==> src/rtl/fp_mul_sequencer.sv <==
// Operand FIFO plus one-pair-at-a-time sequencer driving the FP multiplier St/Done handshake
// and presenting each product (or a timeout error) on a valid/ready result stream.
module fp_mul_sequencer #(
  parameter int unsigned Depth   = 4,
  parameter int unsigned Settle  = 2,
  parameter int unsigned Timeout = 64
) (
  input  logic        clk_i,
  input  logic        rst_i,
  input  logic        in_valid_i,
  output logic        in_ready_o,
  input  logic [31:0] in_a_i,
  input  logic [31:0] in_b_i,
  output logic        out_valid_o,
  input  logic        out_ready_i,
  output logic [31:0] out_prod_o,
  output logic        out_ovf_o,
  output logic        out_unf_o,
  output logic        out_err_o,
  output logic        mul_st_o,
  output logic [31:0] mul_fpmplier_o,
  output logic [31:0] mul_fpmcand_o,
  input  logic        mul_done_i,
  input  logic        mul_ovf_i,
  input  logic        mul_unf_i,
  input  logic [31:0] mul_fpproduct_i,
  output logic        busy_o
);

  localparam int unsigned PtrW  = $clog2(Depth);
  localparam int unsigned CntW  = PtrW + 1;
  localparam int unsigned DoneW = $clog2(Settle + 1);
  localparam int unsigned TimeW = $clog2(Timeout + 1);

  typedef enum logic [2:0] {StIdle, StStart, StWaitDone, StRelease, StOutput} state_e;

  state_e            state_q, state_d;
  logic [63:0]       fifo_q [Depth];
  logic [PtrW-1:0]   wr_ptr_q, rd_ptr_q;
  logic [CntW-1:0]   count_q, count_d;
  logic [DoneW-1:0]  done_cnt_q, done_cnt_d;
  logic [TimeW-1:0]  to_cnt_q, to_cnt_d;
  logic              push, pop, capture, abort;

  assign in_ready_o = (count_q != CntW'(Depth));
  assign push       = in_valid_i && in_ready_o;
  assign busy_o     = (state_q != StIdle) || (count_q != '0);

  always_comb begin
    count_d = count_q;
    unique case ({push, pop})
      2'b10:   count_d = count_q + CntW'(1);
      2'b01:   count_d = count_q - CntW'(1);
      default: count_d = count_q;
    endcase
  end

  always_comb begin
    state_d     = state_q;
    done_cnt_d  = done_cnt_q;
    to_cnt_d    = to_cnt_q;
    pop         = 1'b0;
    capture     = 1'b0;
    abort       = 1'b0;
    mul_st_o    = 1'b0;
    out_valid_o = 1'b0;
    unique case (state_q)
      StIdle: begin
        if ((count_q != '0) && !mul_done_i) begin
          pop     = 1'b1;
          state_d = StStart;
        end
      end
      StStart: begin
        mul_st_o   = 1'b1;
        done_cnt_d = '0;
        to_cnt_d   = '0;
        state_d    = StWaitDone;
      end
      StWaitDone: begin
        mul_st_o   = 1'b1;
        done_cnt_d = mul_done_i ? done_cnt_q + DoneW'(1) : '0;
        to_cnt_d   = to_cnt_q + TimeW'(1);
        // Flags lag Done by a cycle, so only capture after Settle consecutive Done cycles.
        if (done_cnt_d == DoneW'(Settle)) begin
          capture = 1'b1;
          state_d = StRelease;
        end else if (to_cnt_d == TimeW'(Timeout)) begin
          abort   = 1'b1;
          state_d = StRelease;
        end
      end
      StRelease: begin
        if (!mul_done_i) state_d = StOutput;
      end
      StOutput: begin
        out_valid_o = 1'b1;
        if (out_ready_i) state_d = StIdle;
      end
      default: state_d = StIdle;
    endcase
  end

  always_ff @(posedge clk_i) begin
    if (push) fifo_q[wr_ptr_q] <= {in_a_i, in_b_i};
  end

  always_ff @(posedge clk_i or posedge rst_i) begin
    if (rst_i) begin
      state_q        <= StIdle;
      wr_ptr_q       <= '0;
      rd_ptr_q       <= '0;
      count_q        <= '0;
      done_cnt_q     <= '0;
      to_cnt_q       <= '0;
      mul_fpmplier_o <= '0;
      mul_fpmcand_o  <= '0;
      out_prod_o     <= '0;
      out_ovf_o      <= 1'b0;
      out_unf_o      <= 1'b0;
      out_err_o      <= 1'b0;
    end else begin
      state_q    <= state_d;
      count_q    <= count_d;
      done_cnt_q <= done_cnt_d;
      to_cnt_q   <= to_cnt_d;
      if (push) wr_ptr_q <= wr_ptr_q + PtrW'(1);
      if (pop) begin
        rd_ptr_q                          <= rd_ptr_q + PtrW'(1);
        {mul_fpmplier_o, mul_fpmcand_o}   <= fifo_q[rd_ptr_q];
      end
      if (capture) begin
        out_prod_o <= mul_fpproduct_i;
        out_ovf_o  <= mul_ovf_i;
        out_unf_o  <= mul_unf_i;
        out_err_o  <= 1'b0;
      end else if (abort) begin
        out_prod_o <= '0;
        out_ovf_o  <= 1'b0;
        out_unf_o  <= 1'b0;
        out_err_o  <= 1'b1;
      end
    end
  end

endmodule

==> config.mk <==
export PLATFORM = sky130hd
export DESIGN_NAME = fp_mul_sequencer
export DESIGN_NICKNAME = d
export VERILOG_FILES = /design/src/rtl/fp_mul_sequencer.sv
export SDC_FILE = /design/constraint.sdc
export NUM_CORES = 1
export LEC_CHECK = 0
export CAP_MARGIN = 40
export CORE_MARGIN = 2
export CORE_UTILIZATION = 49
export DETAILED_ROUTE_END_ITERATION = 8
export PLACE_DENSITY = 0.76
export SYNTH_ARGS = -nofsm -noshare
export SYNTH_HDL_FRONTEND = slang
export SYNTH_SLANG_ARGS = --single-unit
==> constraint.sdc <==
create_clock -name clk_i -period 4.3 [get_ports clk_i]
set_input_delay 1.29 -clock clk_i [delete_from_list [all_inputs] [get_ports clk_i]]
set_output_delay 1.29 -clock clk_i [all_outputs]
set_load 0.005 [all_outputs]
---- Word level (Yosys, flattened, before mapping) ----
Memories as Yosys holds them, arrays and structs flattened. A register that Yosys moved wholly into a read port is not among the register bits.
Cells that the tools add are included.
storage, ports and cells
  output and inout port bits .............. 103
  RAM bits ................................ 256
  word-level logic and storage cells ...... 70
  memories ................................ 1
  register bits after elaboration ......... 54
  bits of input ports ..................... 103
memories
  memory  words  width  rd ports  clocked after memory_dff  wr ports  line  RTL
  fifo_q  4      64     1         1                         1         38    logic [63:0] fifo_q [Depth];
cells by class
  add/sub/neg operators ................... 6
  reduce and logical (&&, ||, !) cells .... 12
  equal/unequal tests ..................... 13
  muxes and demuxes ....................... 28
operators with widths
  kind                                                                   count
  32-bit two-way mux                                                     2
  1-bit two-way mux                                                      16
  3-bit two-way mux                                                      5
  3-bit one-hot mux with 5 select lines                                  1
  7-bit one-hot mux with 2 select lines                                  1
  7-bit by 1-bit adder with 7-bit output, second input constant          1
  7-bit equality test, second input constant                             1
  2-bit by 1-bit adder with 2-bit output, second input constant          3
  3-bit by 2-bit equality test with 1-bit output, second input constant  2
  2-bit != test, second input constant                                   3
  3-bit != test, second input constant                                   2
  3-bit one-hot mux with 2 select lines                                  1
  2-bit nonzero test                                                     3
  3-bit nonzero test                                                     2
  2-bit equality test, second input constant                             2
  2-bit one-hot mux with 2 select lines                                  1
  4-bit AND reduction                                                    1
  3-bit by 1-bit adder with 3-bit output, second input constant          1
  3-bit by 1-bit equality test with 1-bit output, second input constant  1
  3-bit equality test, second input constant                             1
  3-bit logical NOT                                                      1
  3-bit by 1-bit subtractor with 3-bit output, second input constant     1
  2-bit by 1-bit equality test with 1-bit output, second input constant  1
  1-bit logical AND                                                      2
  4 further kinds                                                        4

---- Longest topological paths before layout ----
  word-level depth ........................ 7
  depth in mapped cells ................... 10

---- Least setup slack after synthesis ----
No wires, ideal clock.
  kind .................................... input to register
  from .................................... in in_valid_i
  to ...................................... mem fifo_q[0][0] (enable)
  buffers on the path ..................... 0
  cell stages on the path ................. 1
  library setup time ...................... 429 ps
  slack ................................... 1036 ps
  arrival ................................. 2835 ps
  path through ............................ and3_1
on the way
  word-level cells in the longest chain between the ends .. 3
ends and longest elaborated chain
  what                                     line  RTL
  start, declared                          10    input logic in_valid_i,
  1-bit logical AND                        46    assign push = in_valid_i && in_ready_o;
  1-bit two-way mux                        105   if (push) fifo_q[wr_ptr_q] <= {in_a_i, in_b_i};
  1-bit two-way mux (implied by the code)  105
  end, declared                            38
No other way between the ends.

---- Worst setup path after layout ----
  from .................................... reg count_q[0]
  to ...................................... out busy_o
on the way
  word-level cells in the longest chain between the ends .. 2
ends and longest elaborated chain
  what                    line  RTL
  start, declared         40    logic [CntW-1:0] count_q, count_d;
  start signal, assigned  124   count_q <= count_d;
  3-bit nonzero test      47    assign busy_o = (state_q != StIdle) || (count_q != '0);
  1-bit logical OR        47
  end, declared           27    output logic busy_o
No other way between the ends.

==> run_summary.xml <==
<?xml version="1.0" encoding="UTF-8"?>
<metrics>
  <group name="cells_and_area">
    <metric name="num-fill-cells" unit="">2004</metric>
    <metric name="number_of_antenna_diodes" unit="">0</metric>
    <metric name="sequential_cell_area" unit="um^2">10600</metric>
    <metric name="drive_above_1_share" unit="%">22.1</metric>
    <metric name="nNetsFinal" unit="">1065</metric>
    <metric name="multi_input_area" unit="um^2">3340</metric>
    <metric name="syn2layout_area_growth" unit="%">27.1</metric>
    <metric name="finish.cell_count_without_fillers" unit="">1369</metric>
  </group>
  <group name="run">
    <metric name="max_cap_violations" unit="">0</metric>
  </group>
  <group name="sta">
    <metric name="post-route-worst-setup-slack" unit="ns">0.952</metric>
    <metric name="final_hold_viol_count" unit="">0</metric>
    <metric name="setup-tns-final" unit="ns">0</metric>
    <metric name="timing_max_transition_violations_final" unit="">0</metric>
    <metric name="relative_slew_margins" unit="%">45.8</metric>
    <metric name="period_needed" unit="ns">3.35</metric>
    <metric name="final_min_period_over_clock_period" unit="%">77.9</metric>
    <metric name="timing.clock.skew" unit="ns">0.0127</metric>
    <metric name="grt_setup_unrepaired" unit="">false</metric>
    <metric name="worst-slew-pin-transition" unit="ns">0.811</metric>
    <metric name="setup-violations-final" unit="">0</metric>
    <metric name="max_freq" unit="MHz">299</metric>
  </group>
  <group name="critical_path">
    <metric name="cp_required" unit="ns">3.01</metric>
    <metric name="startpoint_type" unit="">flip-flop</metric>
    <metric name="worst_setup_path_end_kind" unit="">output port</metric>
    <metric name="path_max_fanout" unit="">3</metric>
    <metric name="crit_arrival" unit="ns">2.06</metric>
    <metric name="worstSetupPathType" unit="">reg2out</metric>
  </group>
  <group name="die">
    <metric name="die_area" unit="um^2">30300</metric>
    <metric name="die_height" unit="um">174</metric>
    <metric name="initial_core_utilization" unit="%">49.6</metric>
    <metric name="die_width" unit="um">174</metric>
    <metric name="core_area" unit="um^2">28600</metric>
    <metric name="row_count" unit="">62</metric>
    <metric name="io-pin-count" unit="">206</metric>
  </group>
  <group name="drt">
    <metric name="avgRoutedWirePerCell" unit="um">20.4</metric>
    <metric name="final_antenna_net_count" unit="">0</metric>
    <metric name="highest_layer" unit="">met5</metric>
    <metric name="pre_antenna_drt_iters" unit="">6</metric>
    <metric name="drt-met1-wl" unit="mm">11.8</metric>
    <metric name="drc_errors" unit="">0</metric>
    <metric name="drt_iter0_markers" unit="">481</metric>
    <metric name="postRouteWirelength" unit="mm">27.9</metric>
    <metric name="met2_wirelength" unit="mm">13.4</metric>
    <metric name="vias" unit="">7453</metric>
    <metric name="vias_per_cell" unit="">5.44</metric>
    <metric name="met3RoutedLength" unit="mm">2.18</metric>
  </group>
  <group name="yosys">
    <metric name="synth_warnings" unit="">0</metric>
    <metric name="yosys_most_used_dff" unit="">sky130_fd_sc_hd__edfxtp_1</metric>
    <metric name="synth_area_leader_cell" unit="">sky130_fd_sc_hd__edfxtp_1</metric>
    <metric name="yosys.area.top_type_share" unit="%">54.2</metric>
    <metric name="ys_seq_area_share" unit="%">75.0</metric>
    <metric name="synth-async-reset-ratio" unit="%">31.6</metric>
    <metric name="synth_fp_nets" unit="">845</metric>
    <metric name="postSynthRegisterBits" unit="">374</metric>
    <metric name="post_synth_instance_area" unit="um^2">14200</metric>
    <metric name="syn-instance-count" unit="">735</metric>
    <metric name="synth_area_per_inst" unit="um^2">19.3</metric>
    <metric name="synth_area_leaders" unit="">sky130_fd_sc_hd__edfxtp_1 54%, sky130_fd_sc_hd__dfrtp_1 21%, sky130_fd_sc_hd__mux4_2 10%</metric>
    <metric name="synth_cell_type_count" unit="">44</metric>
    <metric name="synth_edf_count" unit="">256</metric>
  </group>
  <group name="placed_design">
    <metric name="buffer_ports.inserted" unit="">205</metric>
    <metric name="place_ws" unit="ns">0.948</metric>
    <metric name="dpl.hpwl" unit="mm">16.3</metric>
    <metric name="finalWeightedCongestion" unit="">0.759</metric>
    <metric name="dp_cells" unit="">1299</metric>
  </group>
  <group name="grt">
    <metric name="via_count_of_the_first_global_routing_pass" unit="">7908</metric>
    <metric name="grt_remaining_overflow" unit="">0</metric>
    <metric name="pin_count_of_the_biggest_net_entering_global_routing" unit="">91</metric>
    <metric name="initial_antenna_violation_count" unit="">2</metric>
    <metric name="grtUsageTotal" unit="%">18.6</metric>
    <metric name="global_route_wire_length_before_repair" unit="mm">44.2</metric>
  </group>
  <group name="pwr">
    <metric name="cellPowerDensity" unit="nW/um^2">704</metric>
    <metric name="p_total" unit="W">0.0127</metric>
    <metric name="ir_worst_vdd" unit="V">0.000483</metric>
    <metric name="power.static_leakage" unit="nW">6.46</metric>
  </group>
  <group name="clocking">
    <metric name="cts_setup_buffers" unit="">0</metric>
    <metric name="post_cts_resize_count" unit="">0</metric>
    <metric name="cts-buffers-inserted" unit="">38</metric>
    <metric name="clock-sinks" unit="">374</metric>
    <metric name="post_cts_hold_buffers" unit="">0</metric>
    <metric name="clkTransAtPathRegs" unit="ns">0.05</metric>
    <metric name="htree_levels" unit="">2</metric>
    <metric name="clk-insertion-delay-late" unit="ns">0.52</metric>
    <metric name="cts_root_buf" unit="">sky130_fd_sc_hd__clkbuf_16</metric>
    <metric name="max-clock-path-buffers" unit="">3</metric>
    <metric name="tritoncts" unit="">done</metric>
  </group>
  <group name="min_path">
    <metric name="hold_path_class" unit="">reg2reg</metric>
  </group>
  <group name="outcome">
    <metric name="status" unit="">finished clean</metric>
  </group>
</metrics>
critical path, stage by stage (launching register included):
cell	delay (ns)
sky130_fd_sc_hd__dfrtp_1	0.41
sky130_fd_sc_hd__nor3_1	0.51
sky130_fd_sc_hd__nand3b_1	0.14
sky130_fd_sc_hd__clkdlybuf4s50_1	0.49
path summary, 6_finish.rpt:
kind	from	end	slack, ns	cells after the start
max in group asynchronous	rst_i	rd_ptr_q[1]	2.59	3
min	count_q[2]	count_q[2]	0.50	1
max	count_q[0]	busy_o	0.95	3
min in group asynchronous	rst_i	mul_fpmcand_o[24]	1.26	3
min reg2reg	count_q[2]	count_q[2]	0.50	1
max reg2reg	state_q[2]	out_err_o	2.00	5
stage by stage:
stage | instance area, um^2 | utilization [%] | hold slack [ns]
4_1_cts | 18000 | 63.0 | 0.503
5_1_grt | 18000 | 63.0 | 0.518
6_report | 18000 | 63.0 | 0.501
3_3_place_gp | 16700 | 58.4 | 0.483
3_5_place_dp | 16800 | 58.6 | 0.493
2_1_floorplan | 14200 | - | 0.464
flip-flops by register name, summed over array words and instances (netlist names):
| name | cells |
|---|---|
| count_q | 3 |
| done_cnt_q | 2 |
| fifo_q | 256 |
| mul_fpmcand_o | 32 |
| mul_fpmplier_o | 32 |
| out_err_o | 1 |
| out_ovf_o | 1 |
| out_prod_o | 32 |
| out_unf_o | 1 |
| rd_ptr_q | 2 |
| state_q | 3 |
| to_cnt_q | 7 |
| wr_ptr_q | 2 |
cells in the final DEF (no fill, tap or decap), drive strengths merged, types with 2 or more instances in the layout:
cell           instances
a21oi                  2
nand2b                 2
mux4                  64
o21ai                 44
ha                     6
xnor2                  5
nand3                  3
and3                   4
dfrtp                118
nor3                   2
a22oi                 34
nor2                   8
clkbuf                56
and2                   2
buf                   13
edfxtp               256
nand3b                 3
mux2                  65
clkinv                11
inv                   11
nand2                 46
nor2b                  2
clkdlybuf4s50        205
xor2                   5
a22o                   2
cells in the mapped netlist, types with 3 or more instances:
cell	n
sky130_fd_sc_hd__a22oi_1	34
sky130_fd_sc_hd__and3_1	4
sky130_fd_sc_hd__buf_2	15
sky130_fd_sc_hd__buf_4	4
sky130_fd_sc_hd__buf_6	3
sky130_fd_sc_hd__clkbuf_1	15
sky130_fd_sc_hd__dfrtp_1	118
sky130_fd_sc_hd__edfxtp_1	256
sky130_fd_sc_hd__ha_1	6
sky130_fd_sc_hd__inv_1	10
sky130_fd_sc_hd__mux2_2	65
sky130_fd_sc_hd__mux4_2	64
sky130_fd_sc_hd__nand2_1	46
sky130_fd_sc_hd__nand3b_1	3
sky130_fd_sc_hd__nor2_1	7
sky130_fd_sc_hd__o21ai_0	41
sky130_fd_sc_hd__o21ai_1	3
sky130_fd_sc_hd__xnor2_1	5
sky130_fd_sc_hd__xor2_1	5
final cells by class:
class / count / area share [%]
clock inverters: 14 / 0.624
repair buffers: 218 / 12.6
inverters: 10 / 0.229
clock buffers: 56 / 6.37
well taps: 384 / 2.66
multi-input cells: 313 / 18.5
flip-flops and latches: 374 / 59.0
cells by family after synthesis:
kind of cell | synth area share [%]
XOR/XNOR | 0.617
multiplexers | 15.4
flip-flops | 75.0
AO/OA/AOI/OAI | 3.96
adder cells (fa/ha/maj) | 0.670
AND/OR/NAND/NOR | 2.72
buffers and inverters | 1.67
report_power, final:
part	leakage, nW	internal (W)	switching [W]
Sequential	3.67	0.00494	0.000581
Clock	0.634	0.00192	0.00132
Combinational	2.15	0.00232	0.00161
Total	6.46	0.00918	0.00351
metal layers:
layer  vias up  GRT usage (%)
met5         -              0
met4         4           4.62
met3        41           5.45
met2       252           30.3
met1      3818           25.0
li1       3338              -
Power figures use the tool's default switching activity.
